**src/rtl/mag_cmp_seq.sv**
```systemverilog
// Sequential magnitude comparator: walks W-bit operands S bits per cycle, MSB slice first,
// stops on the first unequal slice and reports A>B / A==B / A<B plus a mode-selected relation.
module mag_cmp_seq #(
    parameter int W = 6,
    parameter int S = 2
) (
    input  logic         clk,
    input  logic         reset,
    input  logic         start,
    input  logic [W-1:0] a,
    input  logic [W-1:0] b,
    input  logic         sgn,
    input  logic [1:0]   mode,
    output logic         ready,
    output logic         done,
    output logic         result,
    output logic         agtb,
    output logic         aeqb,
    output logic         altb
);

    localparam int N  = W / S;
    localparam int IW = (N > 1) ? $clog2(N) : 1;
    localparam int NP = 1 << IW;

    generate
        if (W < 2 || S < 1 || S > W || (W % S) != 0) begin : g_param_check
            $error("mag_cmp_seq: need W >= 2, 1 <= S <= W and W divisible by S");
        end
    endgenerate

    typedef enum logic [1:0] {
        IDLE,
        RUN,
        DONE
    } state_t;

    state_t          state_q, state_d;
    logic [W-1:0]    a_q, a_d;
    logic [W-1:0]    b_q, b_d;
    logic [1:0]      mode_q, mode_d;
    logic [IW-1:0]   idx_q, idx_d;
    logic            agtb_q, agtb_d;
    logic            aeqb_q, aeqb_d;
    logic            altb_q, altb_d;
    logic            result_q, result_d;

    // Slice table padded to a power of two so idx can address it without a range check.
    logic [S-1:0]    a_sl [NP];
    logic [S-1:0]    b_sl [NP];
    logic [S-1:0]    a_cur;
    logic [S-1:0]    b_cur;
    logic            finish;
    logic            fin_gt;
    logic            fin_eq;

    for (genvar i = 0; i < NP; i++) begin : g_slice
        if (i < N) begin : g_real
            assign a_sl[i] = a_q[i*S +: S];
            assign b_sl[i] = b_q[i*S +: S];
        end else begin : g_pad
            assign a_sl[i] = '0;
            assign b_sl[i] = '0;
        end
    end

    assign a_cur = a_sl[idx_q];
    assign b_cur = b_sl[idx_q];

    always_comb begin
        state_d  = state_q;
        a_d      = a_q;
        b_d      = b_q;
        mode_d   = mode_q;
        idx_d    = idx_q;
        agtb_d   = agtb_q;
        aeqb_d   = aeqb_q;
        altb_d   = altb_q;
        result_d = result_q;
        finish   = 1'b0;
        fin_gt   = 1'b0;
        fin_eq   = 1'b0;

        case (state_q)
            IDLE: begin
                if (start) begin
                    // Flipping both sign bits maps two's-complement order onto unsigned order.
                    a_d     = {a[W-1] ^ sgn, a[W-2:0]};
                    b_d     = {b[W-1] ^ sgn, b[W-2:0]};
                    mode_d  = mode;
                    idx_d   = IW'(N - 1);
                    state_d = RUN;
                end
            end
            RUN: begin
                if (a_cur != b_cur) begin
                    finish = 1'b1;
                    fin_gt = (a_cur > b_cur);
                end else if (idx_q == '0) begin
                    finish = 1'b1;
                    fin_eq = 1'b1;
                end else begin
                    idx_d = idx_q - IW'(1);
                end
            end
            DONE: begin
                state_d = IDLE;
            end
            default: begin
                state_d = IDLE;
            end
        endcase

        if (finish) begin
            state_d = DONE;
            agtb_d  = fin_gt;
            aeqb_d  = fin_eq;
            altb_d  = ~fin_gt & ~fin_eq;
            case (mode_q)
                2'b00:   result_d = fin_gt | fin_eq;
                2'b01:   result_d = fin_gt;
                2'b10:   result_d = fin_eq;
                default: result_d = ~fin_eq;
            endcase
        end
    end

    always_ff @(posedge clk or posedge reset) begin
        if (reset) begin
            state_q  <= IDLE;
            a_q      <= '0;
            b_q      <= '0;
            mode_q   <= '0;
            idx_q    <= '0;
            agtb_q   <= 1'b0;
            aeqb_q   <= 1'b0;
            altb_q   <= 1'b0;
            result_q <= 1'b0;
        end else begin
            state_q  <= state_d;
            a_q      <= a_d;
            b_q      <= b_d;
            mode_q   <= mode_d;
            idx_q    <= idx_d;
            agtb_q   <= agtb_d;
            aeqb_q   <= aeqb_d;
            altb_q   <= altb_d;
            result_q <= result_d;
        end
    end

    assign ready  = (state_q == IDLE);
    assign done   = (state_q == DONE);
    assign result = result_q;
    assign agtb   = agtb_q;
    assign aeqb   = aeqb_q;
    assign altb   = altb_q;

endmodule

```
**config.mk**
```make
export PLATFORM = sky130hd
export DESIGN_NAME = mag_cmp_seq
export DESIGN_NICKNAME = d
export VERILOG_FILES = /design/src/rtl/mag_cmp_seq.sv
export SDC_FILE = /design/constraint.sdc
export NUM_CORES = 1
export LEC_CHECK = 0
export CORE_ASPECT_RATIO = 1.25
export CORE_MARGIN = 5
export CORE_UTILIZATION = 53
export CTS_CLUSTER_DIAMETER = 60
export DETAILED_ROUTE_END_ITERATION = 12
export PLACE_DENSITY_LB_ADDON = 0.12
export RECOVER_POWER = 100
export SYNTH_ARGS = -nofsm -noshare
export SYNTH_HDL_FRONTEND = slang
export SYNTH_SLANG_ARGS = --single-unit
```
**constraint.sdc**
```tcl
create_clock -name clk -period 5.5 [get_ports clk]
set_clock_uncertainty 0.1 [all_clocks]
set_input_delay 1.1 -clock clk [delete_from_list [all_inputs] [get_ports clk]]
set_output_delay 1.1 -clock clk [all_outputs]
set_load 0.01 [all_outputs]
```
==> results.cfg <==
[synth]
synth_area_um2 = 1100
ys_seq_area_share_pct = 50.1
avgSynthCellArea_um2 = 11.4
synth_nets = 117
yosysWarningCount = 0
synth.distinct_cells = 30
synthCells = 96
synth_seq_cells = 22

[die]
num_rows = 18
die_h_um = 60.9
ios = 24
die_area_um2 = 3090
initial_core_util_pct = 55.4
coreArea_um2 = 1980
die_width_um = 50.7

[timing]
finalHoldViolations = 0
worst_pin_slew_ns = 2.30
max_freq_mhz = 267
slew_headroom_pct = -53.5
post-route-min-period_ns = 3.74
post-route-period-util_pct = 68.0
setup_violations = 0
whs_ns = 0.400
rsz0062_at_grt = no
slew_viol_final = 18
fin_tns_setup_ns = 0

[clock_network]
path_clk_slew_ns = 0.12
htree_levels = 1
cts_tree = built
postCtsSetupBuffers = 0
cts_buffers = 3
cts_hold_buf = 0
clockBufferDepth = 2
clock_latency_ns = 0.31
clock-root-buffer = clkbuf_4
cts_resized = 0
cts.sink_count = 22

[status]
violations = capacitance limit, slew limit
outcome = finished with violations

[placed_design]
io_buffers = 23
post-dp-hpwl_um = 1430
gp_congestion = 0.902

[grt]
grt_first_pass_wirelength_um = 3380
antenna_found_initial = 0
track_usage_pct = 14.3
overflow = 0
grt_max_degree = 23
first_global_vias = 802

[worst_setup_path]
crit_path_end = mode_q[0]
cp.required_ns = 5.62
worstSetupStartpointType = input port
arrival_ns = 3.86
path_cells = dlygate4sd3_1, nor3b_1, mux2_2
r2r_slack_ns = 2.58
cp_num_cells = 3
reg2reg_to = mode_q[0]
worstSetupPathType = in -> reg
crit_start = start
path_delay_family = simple AND/OR/NAND/NOR gates
crit_fanout = 17
endpoint_kind = flop
reg2reg_depth = 2
crit_path_max_incr_delay_ns = 1.76
r2r-start = state_q[1]
cp_slowest_cell = nor3b_1
critical_path_buf_inv_count = 1

[pwr]
leakagePower_nw = 0.594
p_per_area_nw_per_um2 = 579
vdd_drop_max_uv = 310

[cells_and_area]
area_growth_pct = 24.4
antenna_cells = 0
final_layout_size_suffix_gt1_share_pct = 12.7
nets = 140
fin_util_pct = 68.9

[hold_path]
hold_path.class = reg -> reg

[job]
max-cap-violations = 1

[route]
vias = 794
routedWlPerCell_um = 13.8
ant_nets = 0
drtIter0Drc = 7
drc = 0
finalWirelength_um = 1900
dr.pass1.iters = 2
post_drt_via_cell_ratio = 5.75
layer usage:
| layer | global-route usage, % | routed length, um |
|---|---|---|
| met4 | 7.66 | 42 |
| met1 | 17.0 | 812 |
| met2 | 24.1 | 939 |
| met5 | 0 | 0 |
| met3 | 2.95 | 103 |
cell usage in the layout (no fill, tap or decap), types with 4 or more instances in the layout:
cell / n
nand2_1: 6
mux2i_1: 4
dlygate4sd3_1: 8
mux2_4: 4
dfrtp_1: 22
clkdlybuf4s50_1: 15
nor2_1: 6
o21ai_0: 5
inv_1: 9
mux2_2: 7
flip-flops by register name (all words and copies together), names as in the netlist:
name     flops
a_q          6
result       1
b_q          6
agtb         1
idx_q        2
state_q      2
aeqb         1
altb         1
mode_q       2
cells by family (layout without fill, tap and decap cells):
logic type | count (synthesis) | in the layout | synth area share [%]
AO/OA/AOI/OAI | 19 | 19 | 11.5
XOR/XNOR | 2 | 2 | 1.59
adder cells (fa/ha/maj) | 3 | 3 | 3.42
buffers and inverters | 14 | 36 | 5.69
flip-flops | 22 | 22 | 50.1
multiplexers | 15 | 15 | 16.3
AND/OR/NAND/NOR | 21 | 21 | 11.4
layout make-up:
class | instances | area, um2
clock buffers | 3 | 22.5
clock inverters | 1 | 30.0
fillers | 170 | 616
inverters | 9 | 33.8
multi-input cells | 60 | 474
flip-flops and latches | 22 | 551
well taps | 20 | 25.0
repair buffers | 23 | 230
worst min path at each step:
stage | start | end | slack, ns | cells past startpoint
5_1_grt | altb | altb | 0.44 | 1
3_5_place_dp | altb | altb | 0.38 | 1
6_report | altb | altb | 0.40 | 1
4_1_cts | altb | altb | 0.41 | 1
2_1_floorplan | b_q[0] | b_q[0] | 0.38 | 1
3_3_place_gp | altb | altb | 0.38 | 1
metrics by stage:
step / setup slack, ns / instances / instance area [um2] / total power (W)
after detailed placement: 2.57 / 134 / 1330 / 0.000684
after CTS: 2.79 / 138 / 1380 / 0.000810
after global routing: 1.51 / 138 / 1370 / 0.000855
after floorplan: 3.36 / 96 / 1100 / 0.000580
final: 1.76 / 138 / 1370 / 0.000791
after global placement: 2.57 / 134 / 1330 / 0.000672
synthesized netlist by cell type:
cell,n,area [um2]
dfrtp_1,22,551
inv_1,9,33.8
mux2_2,7,78.8
nand2_1,6,22.5
nor2_1,6,22.5
o21ai_0,5,25.0
mux2_4,4,60.1
mux2i_1,4,40.0
a21oi_1,3,15.0
ha_1,3,37.5
nor2b_1,3,18.8
a31oi_1,2,12.5
buf_2,2,10.0
clkbuf_1,2,7.51
o22ai_1,2,12.5
xnor2_1,2,17.5
a211oi_1,1,7.51
a2bb2oi_1,1,8.76
a32o_1,1,10.0
a41o_1,1,10.0
a41oi_1,1,8.76
buf_6,1,11.3
nand3b_1,1,7.51
nand4_1,1,6.26
nand4bb_1,1,11.3
nor3b_1,1,7.51
nor3b_4,1,18.8
o2111ai_1,1,8.76
o211ai_1,1,7.51
or4b_1,1,10.0
power by group:
part	internal, W	switching (W)	total, W
Clock	0.0000737	0.0000508	0.000125
Sequential	0.000240	0.0000548	0.000295
Combinational	0.000194	0.000178	0.000372
worst register-to-register path: cells and delay by family, from the launching register on:
kind / cells / cell delay, ns
flip-flops: 1 / 0.46
AND/OR/NAND/NOR: 1 / 1.80
multiplexers: 1 / 0.46
No activity file was read; power rests on OpenSTA's default activity.
